--- config.mk ---
export PLATFORM = sky130hd
export DESIGN_NAME = exec_unit
export DESIGN_NICKNAME = d
export VERILOG_FILES = /design/src/rtl/exec_pkg.sv /design/src/rtl/exec_alu.sv /design/src/rtl/exec_unit.sv
export SDC_FILE = /design/constraint.sdc
export NUM_CORES = 1
export LEC_CHECK = 0
export ABC_AREA = 1
export BUFFER_PORTS_ARGS = -buffer_cell sky130_fd_sc_hd__buf_2
export CAP_MARGIN = 20
export CELL_PAD_IN_SITES_DETAIL_PLACEMENT = 1
export CELL_PAD_IN_SITES_GLOBAL_PLACEMENT = 1
export CORE_MARGIN = 3
export CORE_UTILIZATION = 37
export DETAILED_ROUTE_END_ITERATION = 16
export HOLD_SLACK_MARGIN = 0.08
export MAX_ROUTING_LAYER = met4
export PLACE_DENSITY_LB_ADDON = 0.1
export SYNTH_ARGS = -nofsm -noshare
export SYNTH_HDL_FRONTEND = slang
export SYNTH_SLANG_ARGS = --single-unit
export TNS_END_PERCENT = 10
--- constraint.sdc ---
create_clock -name clk -period 2.2 [get_ports clk]
set_clock_uncertainty 0.2 [all_clocks]
set_input_delay 0.22 -clock clk [delete_from_list [all_inputs] [get_ports clk]]
set_output_delay 0.22 -clock clk [all_outputs]
set_load 0.02 [all_outputs]
--- src/rtl/exec_pkg.sv ---
`default_nettype none
// ============================================================================
// Module      : exec_pkg
// Description : Shared types and helpers for the bf8b execute stage.
//               - op_t    : operation codes presented by decode
//               - state_t : execute-stage sequencer states
//               - counter-width helpers for the LOAD/STORE wait counters
// Revision    : 1.0 - initial release
// ============================================================================
package exec_pkg;

    typedef enum logic [2:0] {
        OP_NOP   = 3'b000,
        OP_LOAD  = 3'b001,
        OP_STORE = 3'b010,
        OP_ADD   = 3'b011,
        OP_SUB   = 3'b100,
        OP_INC   = 3'b101,
        OP_DEC   = 3'b110,
        OP_RSVD  = 3'b111
    } op_t;

    typedef enum logic [1:0] {
        S_IDLE    = 2'd0,
        S_LOAD_W  = 2'd1,
        S_STORE_W = 2'd2,
        S_DONE    = 2'd3
    } state_t;

    // Bits needed to hold a wait count in the range 1..wait_cycles.
    function automatic int cnt_width(input int wait_cycles);
        return (wait_cycles < 2) ? 1 : $clog2(wait_cycles + 1);
    endfunction

    function automatic int max_int(input int a, input int b);
        return (a > b) ? a : b;
    endfunction

    // Counter widths for the default LOAD_WAIT / STORE_WAIT settings.
    localparam int C_LOAD_CNT_W_DEF  = cnt_width(2);
    localparam int C_STORE_CNT_W_DEF = cnt_width(1);

endpackage
`default_nettype wire

--- src/rtl/exec_alu.sv ---
`default_nettype none
// ============================================================================
// Module      : exec_alu
// Description : Combinational arithmetic for the execute stage.
//               Ports:
//                 op     in  op_t    operation code
//                 val1   in  DATA_W  first operand
//                 val2   in  DATA_W  second operand
//                 result out DATA_W  result, modulo 2^DATA_W
//                 carry  out 1       carry-out (ADD/INC) or borrow (SUB/DEC)
//                 zero   out 1       result == 0
//               Non-arithmetic ops produce an all-zero result.
// Revision    : 1.0 - initial release
// ============================================================================
module exec_alu
    import exec_pkg::*;
#(
    parameter int DATA_W = 8
) (
    input  op_t               op,
    input  logic [DATA_W-1:0] val1,
    input  logic [DATA_W-1:0] val2,
    output logic [DATA_W-1:0] result,
    output logic              carry,
    output logic              zero
);

    // One extra bit catches carry-out; for subtraction it goes high exactly
    // when the unsigned difference wraps, i.e. on a borrow.
    logic [DATA_W:0] w_wide;

    always_comb begin
        w_wide = '0;
        case (op)
            OP_ADD:  w_wide = {1'b0, val1} + {1'b0, val2};
            OP_SUB:  w_wide = {1'b0, val1} - {1'b0, val2};
            OP_INC:  w_wide = {1'b0, val1} + (DATA_W+1)'(1);
            OP_DEC:  w_wide = {1'b0, val1} - (DATA_W+1)'(1);
            default: w_wide = '0;
        endcase
    end

    assign result = w_wide[DATA_W-1:0];
    assign carry  = w_wide[DATA_W];
    assign zero   = (w_wide[DATA_W-1:0] == '0);

endmodule
`default_nettype wire

--- src/rtl/exec_unit.sv ---
`default_nettype none
// ============================================================================
// Module      : exec_unit
// Description : bf8b execute stage. One operation per start/done handshake:
//               ALU arithmetic, data-memory load with LOAD_WAIT wait states,
//               or data-memory store holding we for STORE_WAIT cycles.
//               Ports:
//                 clk, rst            clock / async active-high reset
//                 start               request, sampled only in IDLE
//                 op                  operation code (see exec_pkg::op_t)
//                 val1, val2          operands
//                 addr_in             cell address from decode
//                 mem_data_in         memory read data
//                 busy                high whenever not IDLE
//                 done                one-cycle completion pulse
//                 err                 reserved op flag, valid with done
//                 val_out, zf, cf     held result and flags
//                 mem_addr            {PAGE, addr_in}
//                 mem_data_out, we    store data / write enable
// Revision    : 1.0 - initial release
// ============================================================================
module exec_unit
    import exec_pkg::*;
#(
    parameter int                     DATA_W     = 8,
    parameter int                     ADDR_W     = 8,
    parameter int                     CELL_W     = 5,
    parameter logic [ADDR_W-CELL_W-1:0] PAGE     = '1,
    parameter int                     LOAD_WAIT  = 2,
    parameter int                     STORE_WAIT = 1
) (
    input  logic              clk,
    input  logic              rst,
    input  logic              start,
    input  logic [2:0]        op,
    input  logic [DATA_W-1:0] val1,
    input  logic [DATA_W-1:0] val2,
    input  logic [CELL_W-1:0] addr_in,
    input  logic [DATA_W-1:0] mem_data_in,
    output logic              busy,
    output logic              done,
    output logic              err,
    output logic [DATA_W-1:0] val_out,
    output logic              zf,
    output logic              cf,
    output logic [ADDR_W-1:0] mem_addr,
    output logic [DATA_W-1:0] mem_data_out,
    output logic              we
);

    localparam int C_LOAD_CNT_W  = cnt_width(LOAD_WAIT);
    localparam int C_STORE_CNT_W = cnt_width(STORE_WAIT);
    localparam int C_CNT_W       = max_int(C_LOAD_CNT_W, C_STORE_CNT_W);

    generate
        if (CELL_W >= ADDR_W) begin : g_bad_cell_w
            $error("exec_unit: CELL_W must be less than ADDR_W");
        end
        if (LOAD_WAIT < 1) begin : g_bad_load_wait
            $error("exec_unit: LOAD_WAIT must be at least 1");
        end
        if (STORE_WAIT < 1) begin : g_bad_store_wait
            $error("exec_unit: STORE_WAIT must be at least 1");
        end
    endgenerate

    op_t               w_op;
    logic [DATA_W-1:0] w_alu_result;
    logic              w_alu_carry;
    logic              w_alu_zero;

    state_t            r_state;
    logic [C_CNT_W-1:0] r_cnt;
    logic              r_busy;
    logic              r_done;
    logic              r_err;
    logic [DATA_W-1:0] r_val;
    logic              r_zf;
    logic              r_cf;
    logic [ADDR_W-1:0] r_mem_addr;
    logic [DATA_W-1:0] r_mem_data;
    logic              r_we;

    assign w_op = op_t'(op);

    exec_alu #(
        .DATA_W (DATA_W)
    ) u_alu (
        .op     (w_op),
        .val1   (val1),
        .val2   (val2),
        .result (w_alu_result),
        .carry  (w_alu_carry),
        .zero   (w_alu_zero)
    );

    // The wait counter is loaded with the full wait count on entry; the
    // cycle in which it reads 1 is the last wait cycle, so the completing
    // action lands exactly LOAD_WAIT / STORE_WAIT edges after start.
    always_ff @(posedge clk or posedge rst) begin
        if (rst) begin
            r_state    <= S_IDLE;
            r_cnt      <= '0;
            r_busy     <= 1'b0;
            r_done     <= 1'b0;
            r_err      <= 1'b0;
            r_val      <= '0;
            r_zf       <= 1'b0;
            r_cf       <= 1'b0;
            r_mem_addr <= '0;
            r_mem_data <= '0;
            r_we       <= 1'b0;
        end else begin
            r_done <= 1'b0;
            case (r_state)
                S_IDLE: begin
                    if (start) begin
                        r_busy <= 1'b1;
                        r_err  <= 1'b0;
                        case (w_op)
                            OP_ADD, OP_SUB, OP_INC, OP_DEC: begin
                                r_val   <= w_alu_result;
                                r_cf    <= w_alu_carry;
                                r_zf    <= w_alu_zero;
                                r_done  <= 1'b1;
                                r_state <= S_DONE;
                            end
                            OP_LOAD: begin
                                r_mem_addr <= {PAGE, addr_in};
                                r_we       <= 1'b0;
                                r_cnt      <= C_CNT_W'(LOAD_WAIT);
                                r_state    <= S_LOAD_W;
                            end
                            OP_STORE: begin
                                r_mem_addr <= {PAGE, addr_in};
                                r_mem_data <= val1;
                                r_we       <= 1'b1;
                                r_cnt      <= C_CNT_W'(STORE_WAIT);
                                r_state    <= S_STORE_W;
                            end
                            OP_RSVD: begin
                                r_err   <= 1'b1;
                                r_done  <= 1'b1;
                                r_state <= S_DONE;
                            end
                            default: begin
                                r_done  <= 1'b1;
                                r_state <= S_DONE;
                            end
                        endcase
                    end
                end
                S_LOAD_W: begin
                    if (r_cnt == C_CNT_W'(1)) begin
                        r_val   <= mem_data_in;
                        r_zf    <= (mem_data_in == '0);
                        r_done  <= 1'b1;
                        r_state <= S_DONE;
                    end else begin
                        r_cnt <= r_cnt - C_CNT_W'(1);
                    end
                end
                S_STORE_W: begin
                    if (r_cnt == C_CNT_W'(1)) begin
                        r_we    <= 1'b0;
                        r_done  <= 1'b1;
                        r_state <= S_DONE;
                    end else begin
                        r_cnt <= r_cnt - C_CNT_W'(1);
                    end
                end
                S_DONE: begin
                    r_busy  <= 1'b0;
                    r_state <= S_IDLE;
                end
                default: begin
                    r_busy  <= 1'b0;
                    r_state <= S_IDLE;
                end
            endcase
        end
    end

    assign busy         = r_busy;
    assign done         = r_done;
    assign err          = r_err;
    assign val_out      = r_val;
    assign zf           = r_zf;
    assign cf           = r_cf;
    assign mem_addr     = r_mem_addr;
    assign mem_data_out = r_mem_data;
    assign we           = r_we;

endmodule
`default_nettype wire

==> results of run 1 <==
-- worst max-delay path: stages --
cell and delay [ns]:
buf_2 0.14, buf_12 0.13, buf_4 0.14, o21ai_0 0.17
nand2_1 0.15, ha_4 0.34, nand2_1 0.09, nor3_1 0.21
nor2_1 0.08, nor2_1 0.14, nor2_2 0.07, nor2_1 0.10
nand2_1 0.07, a21oi_2 0.13
-- registers in the layout (all words and copies together), names as in the netlist --
signal        cells
busy              1
cf                1
done              1
err               1
mem_addr          6
mem_data_out      8
r_cnt             2
r_state           2
val_out           8
we                1
zf                1
-- final timing paths --
path / startpoint / endpoint / slack (ns) / depth (start not counted)
setup / recovery: op[1] / zf / 0.04 / 14
hold / removal: mem_data_in[2] / val_out[2] / 0.08 / 3
setup reg to reg: r_state[0] / val_out[7] / 0.19 / 9
hold reg to reg: val_out[3] / val_out[3] / 0.28 / 1
max in group asynchronous: rst / mem_data_out[6] / 1.12 / 4
min in group asynchronous: rst / mem_addr[5] / 0.36 / 4
-- power groups by stage --
stage	clock (mW)	sequential [mW]	combinational, mW
3_5_place_dp	0	0.993	1.79
5_1_grt	0.609	1.02	2.12
6_report	0.570	0.982	1.89
2_1_floorplan	0	1.25	0.945
3_3_place_gp	0	0.977	1.74
4_1_cts	0.586	0.983	1.84
-- layout make-up --
| cell class | count | area, um^2 |
|---|---|---|
| Clock buffer | 6 | 72.6 |
| Fill cell | 776 | 2620 |
| Tap cell | 75 | 93.8 |
| Sequential cell | 32 | 801 |
| Timing Repair Buffer | 111 | 743 |
| Inverter | 54 | 213 |
| Clock inverter | 2 | 35.0 |
| Multi-Input combinational cell | 216 | 1410 |
-- routing by layer --
metal / part of all wire (%) / routed length [um] / vias up / global-route usage, %
li1: - / - / 1221 / -
met4: 0.90 / 65 / 0 / 4.89
met2: 50 / 3630 / 43 / 36.3
met3: 3.5 / 251 / 7 / 3.20
met5: 0 / 0 / - / -
met1: 45 / 3300 / 1157 / 25.6
-- Yosys cell counts (all sizes together) (2+ instances only) --
cell and instances:
buf 7, a22oi 2, ha 15, dfrtp 32, nand2 79, mux2 11, xnor2 2, o22ai 2
o21a 3, a31oi 2, nor3 3, inv 54, a21oi 12, nor2 17, o21ai 35, o211ai 3
nand3 19, nand4 3
-- logic make-up after synthesis --
family,count (synthesis),synth area share [%]
buf+inv,61,11.3
compound gates,61,14.7
xor+xnor,3,1.13
simple gates,125,24.0
fa+ha+maj,16,8.96
flops,32,34.5
mux,11,5.34
-- per-stage QoR --
| step | utilization, % | instance area (um^2) |
|---|---|---|
| floorplan | - | 2350 |
| global placement | 48.9 | 2930 |
| detailed placement | 48.9 | 2930 |
| CTS | 54.2 | 3250 |
| global route | 56.2 | 3370 |
| finish | 56.2 | 3370 |
-- repair_timing --
action                     4_1_cts  5_1_grt
gates resized for setup          6       34
hold buffers                    18        0
hold endpoints to repair        49        0
setup buffers                    1        1
setup endpoints to repair        4        8
pin swaps                        3       21
==> summary by stage, run 1 <==
Outcome
The flow ran to the end, and the final reports show no timing, DRC or antenna violations.

Drt
In the routed design, unresolved DRC markers number 0. The antenna violation net count after detailed routing is 0. The routed wire length is 7.25 mm.

Before antenna repair, the detailed router went through 4 iterations. In the final routed layout, each cell accounts on average for 14.6 um. The detailed router's first-iteration violation count is 49. The total via count in the routed design is 2428.

Dividing the detail-routed via count by the number of cells gives 4.90.

Placement
Input and output buffers added on the ports amount to 64. Routability-driven placement finished with a final weighted congestion of 0.832. The post-place setup slack is -0.459 ns. The final HPWL from detailed placement is 5.49 mm. Including well taps, the total number of placed cells is 468.

Clocking
The clock buffer count from CTS is 5. The tree built by TritonCTS fans out to 32 sinks. The clock tree from TritonCTS is done.

The H-tree generated during clock tree synthesis spans 2 levels. The worst-case clock buffer depth is 2. Clock-pin slew was measured on the worst setup and hold paths at 0.07 ns. Clock tree synthesis selected as its root buffer the cell clkbuf_8.

For the worst-skew pair, the clock arrives at the later sink with an insertion delay of 0.29 ns.

GRT
The initial antenna violation count came to 0. The via count of the first global-routing pass was 2613. The overall routing resource usage is 20.9%. The global-route wire length before repair is 11.8 mm. The aggregate global routing overflow is 0.

The largest net degree at the start of global routing is 33.

Timing
The final max-slew violation count is 0. Based on the critical path, the design can be clocked at up to 462 MHz. The final worst slack is 0.0373 ns. The count of endpoints failing hold in the final timing report came to 0. The slew at the pin closest to its max-slew limit is 0.514 ns. The clock period minus worst slack is 2.16 ns. Setup repair after global routing could not meet its margin everywhere. In the finished design, the share of the clock period the worst path needs comes to 98.3%. The worst hold margin is 0.0789 ns. The final setup TNS is 0 ns.

In this run the tightest slew margin relative to its limit is 65.8%. The number of setup violations in the final report is 0.

Synthesis
When the netlist entered floorplanning its net count stood at 360. The gate count after technology mapping is 309. Counting flops and latches in the post-synthesis netlist gives 32.

The per-instance average area after synthesis is 7.50 um^2. The mapped netlist covers 2320 um^2. In the synthesized netlist the async set-or-reset flop fraction comes to 100%. Sorting the synthesized cells by area gives the leading types as dfrtp_1 (35%), nand2_1 (12%), inv_1 (8.3%). For this run, the number of Yosys warnings is 0. Among all flip-flop cells after synthesis, the most frequent one is dfrtp_1.

The synthesized design spends more area on one cell type than any other, namely dfrtp_1. The number of flops mapped to enable cells by yosys is 0. The count of unique library cells instantiated by Yosys is 36. The proportion of synthesized chip area in sequential cells is 34.5%.

Of the post-synthesis cell area, the dominant cell type holds 34.5%.

Power
The total power divided by cell area is 1020 nW/um^2. Per report_power, the combinational group accounts for 54.9% of the total. Internal power comes to 1.93 mW. Registers are responsible for 28.5% of the overall power. The fraction of power spent switching nets is 44.0%. The post-layout total power is 3.45 mW.

Summed over all cells, the static leakage comes to 1.82 nW. IR analysis of the VDD net gives a maximum drop of 470 uV. The clock network fraction of design power is 16.6%. In this run the power spent charging and discharging nets is 1.52 mW.

Floorplanning
The core region is 5990 um^2. From bottom edge to top edge, the die measures 85.2 um. The initialized floorplan defines 28 standard-cell rows. The initial utilization of the core area, before any placement, comes to 38.7%.

The chip width is 85.2 um. The total die area is 7250 um^2. The boundary pin count is 65.

Final layout
The number of antenna cells inserted is 0. The final layout contains 471 nets. The layout cell share with drive strength beyond 1 is 36.6%. In the layout the commonest cells are nand2_1 (62), buf_2 (62), inv_1 (46). The area growth from synthesis to final layout is 45.3%. The post-route non-filler standard cell count is 496.

Setup path
STA classifies the critical path endpoint as a flop. The peak fanout along the critical path is 6. The kind of critical path is in2reg. At the worst endpoint, the required time is 2.22 ns. The data arrival time of the worst path is 2.18 ns. The worst setup path is launched from an input pin.

Worst hold path
The class of the tightest hold or removal check is in2reg.

Flow run
The max-cap check violation count is 0.
No activity file was read; power rests on OpenSTA's default activity.
==> inputs of run 2 (changes only) <==
Settings changed: CORE_UTILIZATION 37 to 34, TNS_END_PERCENT 10 to default.
Clock period 2.2 ns to 1.9 ns, I/O delays scaled along.
==> run 2 against run 1 <==
  * The run now ends with negative setup slack left
  * Die area increased by 8.2%
  * Non-clock buffer count increased by 18
  * Flip-flop and latch count unchanged
  * Sequential power increased by 15%
  * Global-route usage decreased by 0.69 points
  * Core utilization increased by 0.59 points
  * First-iteration DRC count increased by 10%
  * Worst hold slack improved by 0.013 ns
  * Clock power increased by 20%
  * Critical path type unchanged
  * Largest cell class unchanged
  * Largest power group unchanged
==> summary by stage, run 2 (synthesized netlist as in run 1, its figures left out) <==
Floorplanning
The placement row count is 29. For this configuration, the core starts out at a cell density of 35.7%. The boundary pin count is 65. The total die area is 7850 um^2. The die is 88.6 um tall. The chip width is 88.6 um.

The total area inside the core boundary comes to 6490 um^2.

Drt
After detailed routing, the number of vias per cell comes to 4.93. The total via count in the routed design is 2544. The wire length per cell is 14.3 um. The routed wire length is 7.38 mm. The antenna violation net count after detailed routing is 0. The post-route DRC violation count is 0.

The first detailed-routing pass ran for 5 iterations. The detailed router's first-iteration violation count is 54.

GRT
The via count of the first global-routing pass was 2679. For this run the aggregate overflow at the end of global routing stands at 0. For this run, the total global-route usage over all layers was measured as 20.2%. The initial antenna violation count was 0. The largest net degree at the start of global routing is 33. The global-route wire length before repair is 12.0 mm.

Final layout
The core utilization of the finished layout is 56.8%. In the layout the commonest cells are buf_2 (60), nand2_1 (59), buf_4 (44). The most common library cell in the layout ignoring fill and taps is buf_2. After the last flow step, the layout net total stands at 489.

The repair_antennas step left the layout with diodes totalling 0. The area growth from synthesis to final layout is 59.1%. In the final layout, the share of cells above drive strength 1 is 43.7%.

The finished cells cover 3690 um^2.

Clocking
The worst-case clock buffer depth is 2. For the worst-skew pair, the clock arrives at the later sink with an insertion delay of 0.29 ns. The clock-pin slew of the registers on the worst-case setup and hold paths is 0.07 ns. The clock tree from TritonCTS is done. TritonCTS created 5 clock buffers.

The clock root buffer is clkbuf_8. The number of levels in the clock H-tree is 2. The tree built by TritonCTS fans out to 32 sinks.

Timing
The clock period minus worst slack is 2.13 ns. Setup violations remaining at the end of the flow were counted as 6. Across all setup checks in the final design, the least slack found is -0.228 ns. The share of the cycle needed by the critical path after routing is 112%. For the final routed database, the setup TNS stands at -0.804 ns.

The count of endpoints failing hold in the final timing report is 0. Setup repair after global routing could not meet its margin everywhere. For the pin with the worst max-slew slack, the measured transition is 0.422 ns. In this run the tightest slew margin relative to its limit is 71.9%.

Static timing analysis puts the maximum clock frequency at 470 MHz. The final max-slew violation count is 0.

Setup path
Setup slack on the worst reg-to-reg path comes out at 0.08 ns. The setup path with the least slack is of type in2reg. The category of the worst setup path launch point is an input pin. The peak fanout along the critical path is 5. The source of the critical timing path is val2[0]. In this run the worst setup path terminates at zf. The sort of element at the end of the critical path is a flop. The capture point of the worst reg-to-reg path is zf.

In this run the critical register-to-register path is launched from r_state[1]. The worst reg2reg path depth is 9. For the worst setup path, the data required time is 1.92 ns.

The data arrival time of the worst path is 2.14 ns.

Power
The reported leakage power is 1.96 nW. VDD sags by at most 463 uV. The total power divided by cell area is 1150 nW/um^2. The post-layout total power is 4.25 mW.

Outcome
The final reports fail on negative setup slack. The flow ran to the end, but the final reports show violations.

Flow run
Across the run, the number of max-cap violations was 0.

Placement
The placed instances occupy a cell area of 3150 um^2. The count of input and output buffers is 64. The final HPWL from detailed placement is 5.64 mm. At the end of routability-driven placement, the weighted congestion stood at 0.843.

Worst hold path
The class of the tightest hold or removal check is in2reg.
-- run 2: cell types whose count changed in the layout (fill, tap and decap cells not counted), moves of 3 or more --
cell	before	now
nand2_1	62	59
o21ai_0	25	18
buf_4	28	44
ha_1	10	7
nor2_4	0	3
nand3_2	2	6
inv_2	4	7
nor2_1	13	10
o21ai_1	7	15
nand3_1	17	13
inv_1	46	41
nand2_4	5	8
-- run 2: worst min-delay path by stage --
stage / slack (ns) / startpoint / to / depth (start not counted)
6_report: 0.09 / mem_data_in[3] / val_out[3] / 4
5_1_grt: 0.12 / val1[0] / mem_data_out[0] / 4
4_1_cts: 0.09 / mem_data_in[3] / val_out[3] / 4
3_5_place_dp: 0.12 / rst / mem_addr[3] / 3
3_3_place_gp: 0.11 / rst / val_out[0] / 3
2_1_floorplan: 0.11 / rst / busy / 1
-- run 2: routing by layer --
metal	up-vias	routed length [um]	track usage, %
met5	-	0	-
met2	63	3830	37.0
met4	0	111	5.91
li1	1261	-	-
met1	1210	3190	22.8
met3	10	249	2.79
-- run 2: final cells by class --
class,count,area (um^2)
Fill cell,809,2810
Multi-Input combinational cell,216,1520
Timing Repair Buffer,129,913
Sequential cell,32,801
Inverter,54,248
Tap cell,77,96.3
Clock buffer,5,68.8
Clock inverter,3,42.5
-- run 2: power breakdown --
group          total (mW)  internal (mW)  switching (mW)  leakage [nW]
sequential           1.13          0.986           0.146         0.400
clock               0.686          0.388           0.297        0.0541
combinational        2.43           1.02            1.40          1.51
-- run 2: worst max-delay path, cell delays in order --
cell and delay [ns]:
buf_12 0.11, inv_16 0.05, ha_4 0.14, inv_4 0.04
nor3_4 0.23, xor2_1 0.10, nand2_1 0.08, nand2_2 0.07
ha_4 0.33, nand2_4 0.08, inv_2 0.06, nand2_2 0.06
nand2_1 0.09, nor2_2 0.04, nor2_1 0.13, nor2_2 0.06
nor2_1 0.10, nand2_1 0.07, a21oi_2 0.11
-- run 2: timing repair --
action,in CTS,in global routing
pin swaps,32,16
buffers inserted,3,0
gates resized for setup,35,25
hold buffers,20,0
hold endpoints to repair,51,0
setup endpoints to repair,12,24
-- run 2: stage by stage --
| step | cells | hold WS, ns | setup slack, ns |
|---|---|---|---|
| floorplan | 309 | 0.106 | -0.155 |
| global placement | 485 | 0.108 | -0.605 |
| detailed placement | 485 | 0.117 | -0.662 |
| CTS | 516 | 0.0907 | -0.183 |
| global route | 516 | 0.116 | -0.357 |
| finish | 516 | 0.0914 | -0.228 |
==> inputs of run 3 (changes only) <==
Settings changed: CORE_UTILIZATION 34 to 40.
Clock period 1.9 ns to 2.69 ns, I/O delays scaled along.
==> run 3 against run 2 <==
  * The run now ends clean
  * Via count decreased by 6.1%
  * Setup slack improved by 0.43 ns
  * Critical path type unchanged
  * Global-route usage increased by 2.2 points
  * Final area decreased by 19%
==> summary by stage, run 3 (synthesized netlist as in run 1, its figures left out) <==
Setup path
The kind of critical path is in2reg. At the worst endpoint, the arrival time is 2.50 ns. Of all nets on the critical path, the largest fanout is 5. Tracing the worst setup path back leads to its startpoint at op[0]. The sort of element at the end of the critical path is a flop.

On the worst path, the slowest cell contributes a delay of 0.43 ns. The startpoint identified for the worst register-to-register timing path is r_state[1]. The number of buffers and inverters on the critical path is 3. The data required time of the worst path is 2.70 ns.

The dominant delay contributor by cell family on the critical path is adder cells. The critical path goes through buf_2 > buf_4 > xnor2_1 > o21ai_0 > ha_1 > fa_1 > inv_1 > nand2_1 > nand2_1 > nand3_1 > nand3_1 > nand3_1 > nor2_1 > nand2_1 > a21oi_1. The slowest stage of the critical path belongs to the cell fa_1. The slack of the worst reg-to-reg path is 0.49 ns. The worst setup path is launched from an input pin.

Final layout
The layout cell share with drive strength beyond 1 is 25.8%. The area growth from synthesis to final layout is 28.9%. 0 antenna diodes ended up in the layout. The core utilization of the finished layout is 53.6%.

In the final layout, flip-flops and latches occupy 801 um^2. The filler cells instantiated in the layout total 756. The multi-input combinational cells in the finished layout cover a total of 1270 um^2.

The library cells used most frequently in the layout, excluding fill and tap cells, are nand2_1 (73), buf_2 (64), inv_1 (51). For this run, the post-layout net count is 446. The most common library cell in the layout ignoring fill and taps is nand2_1.

GRT
The overall routing resource usage is 22.4%. Global routing consumed, on the met3 layer, 3.69% of the routing resources. The initial antenna violation count is 0. The global routing stage identified its most utilized layer as met2. The met2 usage in global routing is 38.3%. The via count of the first global-routing pass is 2431. The met1 track utilization from global routing is 26.7%.

The largest net degree at the start of global routing is 22. Global routing finished with a remaining overflow of 0. The global-route wire length before repair is 11.2 mm.

Power
The total power divided by cell area is 901 nW/um^2. The reported leakage power is 1.68 nW. The worst voltage drop across the vdd grid is 453 uV. The post-layout total power is 2.69 mW.

Drt
After detailed routing, the number of remaining DRC violations is 0. For this block, the via count after detailed routing is 2389. The detailed router's first-iteration violation count is 69. In this run the remaining antenna-violating nets after routing total 0. The pre-antenna-repair detailed-routing pass consisted of 4 iterations. After detailed routing, the total wire length is 6.79 mm. The wire length per cell is 14.5 um. The via density per instance is 5.10.

Timing
Static timing analysis puts the maximum clock frequency at 401 MHz. The final setup TNS is 0 ns. The share of the cycle needed by the critical path after routing is 92.6%. The clock period minus worst slack is 2.49 ns. Setup violations remaining at the end of the flow were counted as 0. The slew at the pin closest to its max-slew limit is 0.872 ns. The count of endpoints failing hold in the final timing report came to 0. Setup repair after global routing left no endpoint under its margin. The normalized max-slew margin is 41.8%. The worst hold margin is 0.0894 ns. The final max-slew violation count is 0. The final worst slack is 0.199 ns.

Clocking
The worst-case clock buffer depth is 2. The clock buffer count from CTS is 5. The clock-pin slew of the registers on the worst-case setup and hold paths is 0.07 ns. The clock drives 32 sinks. At the later pin of the worst-skew pair, clock insertion delay measures 0.29 ns. The cell sitting at the root of the clock tree is a clkbuf_8. TritonCTS built the clock tree.

Once the clock tree was built, the setup fixing pass inserted 0 buffers. The number of levels in the clock H-tree is 2.

Floorplanning
The die boundary height is 82.1 um. The initial utilization of the core area, before any placement, comes to 41.6%. The placement row count is 27. The die covers 6750 um^2. The area of the core region is 5570 um^2. Pin placement for this block handled 65 I/O pins. The die is 82.1 um wide.

Placement
The weighted congestion at the end of routability-driven global placement is 0.865. The final HPWL from detailed placement is 5.33 mm. The count of input and output buffers is 64. The post-place setup slack is -0.156 ns.

Outcome
The run finished with clean final reports.

Worst hold path
In this run the worst hold path is classified as in2reg. In this run the most critical hold path is launched from mem_data_in[4].

Flow run
The max-cap check violation count is 0.
==> run 3: tightest hold or removal path, stage by stage <==
cell     delay [ns]
buf_2          0.09
a21oi_1        0.06
o21ai_1        0.11
==> run 3: power by group <==
| group | switching [mW] | total, mW | internal, mW |
|---|---|---|---|
| clock network | 0.193 | 0.468 | 0.275 |
| logic | 0.898 | 1.42 | 0.521 |
| registers | 0.109 | 0.806 | 0.697 |
| total | 1.20 | 2.69 | 1.49 |
==> run 3: path summary, 6_finish.rpt <==
| kind | depth (start not counted) | end |
|---|---|---|
| setup / recovery | 15 | zf |
| min in group asynchronous | 3 | val_out[2] |
| max in group asynchronous | 4 | mem_data_out[2] |
| hold reg to reg | 2 | mem_data_out[1] |
| hold / removal | 3 | val_out[4] |
| setup reg to reg | 9 | val_out[7] |
==> run 3: metrics by stage <==
step                std cells  instance area (um^2)
global route              468                  2990
global placement          447                  2740
floorplan                 309                  2320
finish                    468                  2990
detailed placement        447                  2740
CTS                       468                  2980
==> run 3: area by class of cell <==
| type | count | area share (%) |
|---|---|---|
| repair buffers | 86 | 17.3 |
| inverters | 54 | 6.87 |
| well taps | 72 | 3.02 |
| clock inverters | 2 | 1.17 |
| multi-input cells | 216 | 42.4 |
| flip-flops and latches | 32 | 26.8 |
| clock buffers | 6 | 2.43 |
==> run 3: per-layer routing <==
layer	vias to the layer above	routed length [um]
li1	1174	-
met1	1147	3000
met2	56	3360
met3	12	285
met4	0	151
met5	-	0
==> run 3: repair_timing <==
action | 4_1_cts | 5_1_grt
hold buffers | 13 | 0
hold endpoints to repair | 31 | 0
resized for setup | 0 | 2
endpoints found under the setup margin | 0 | 4
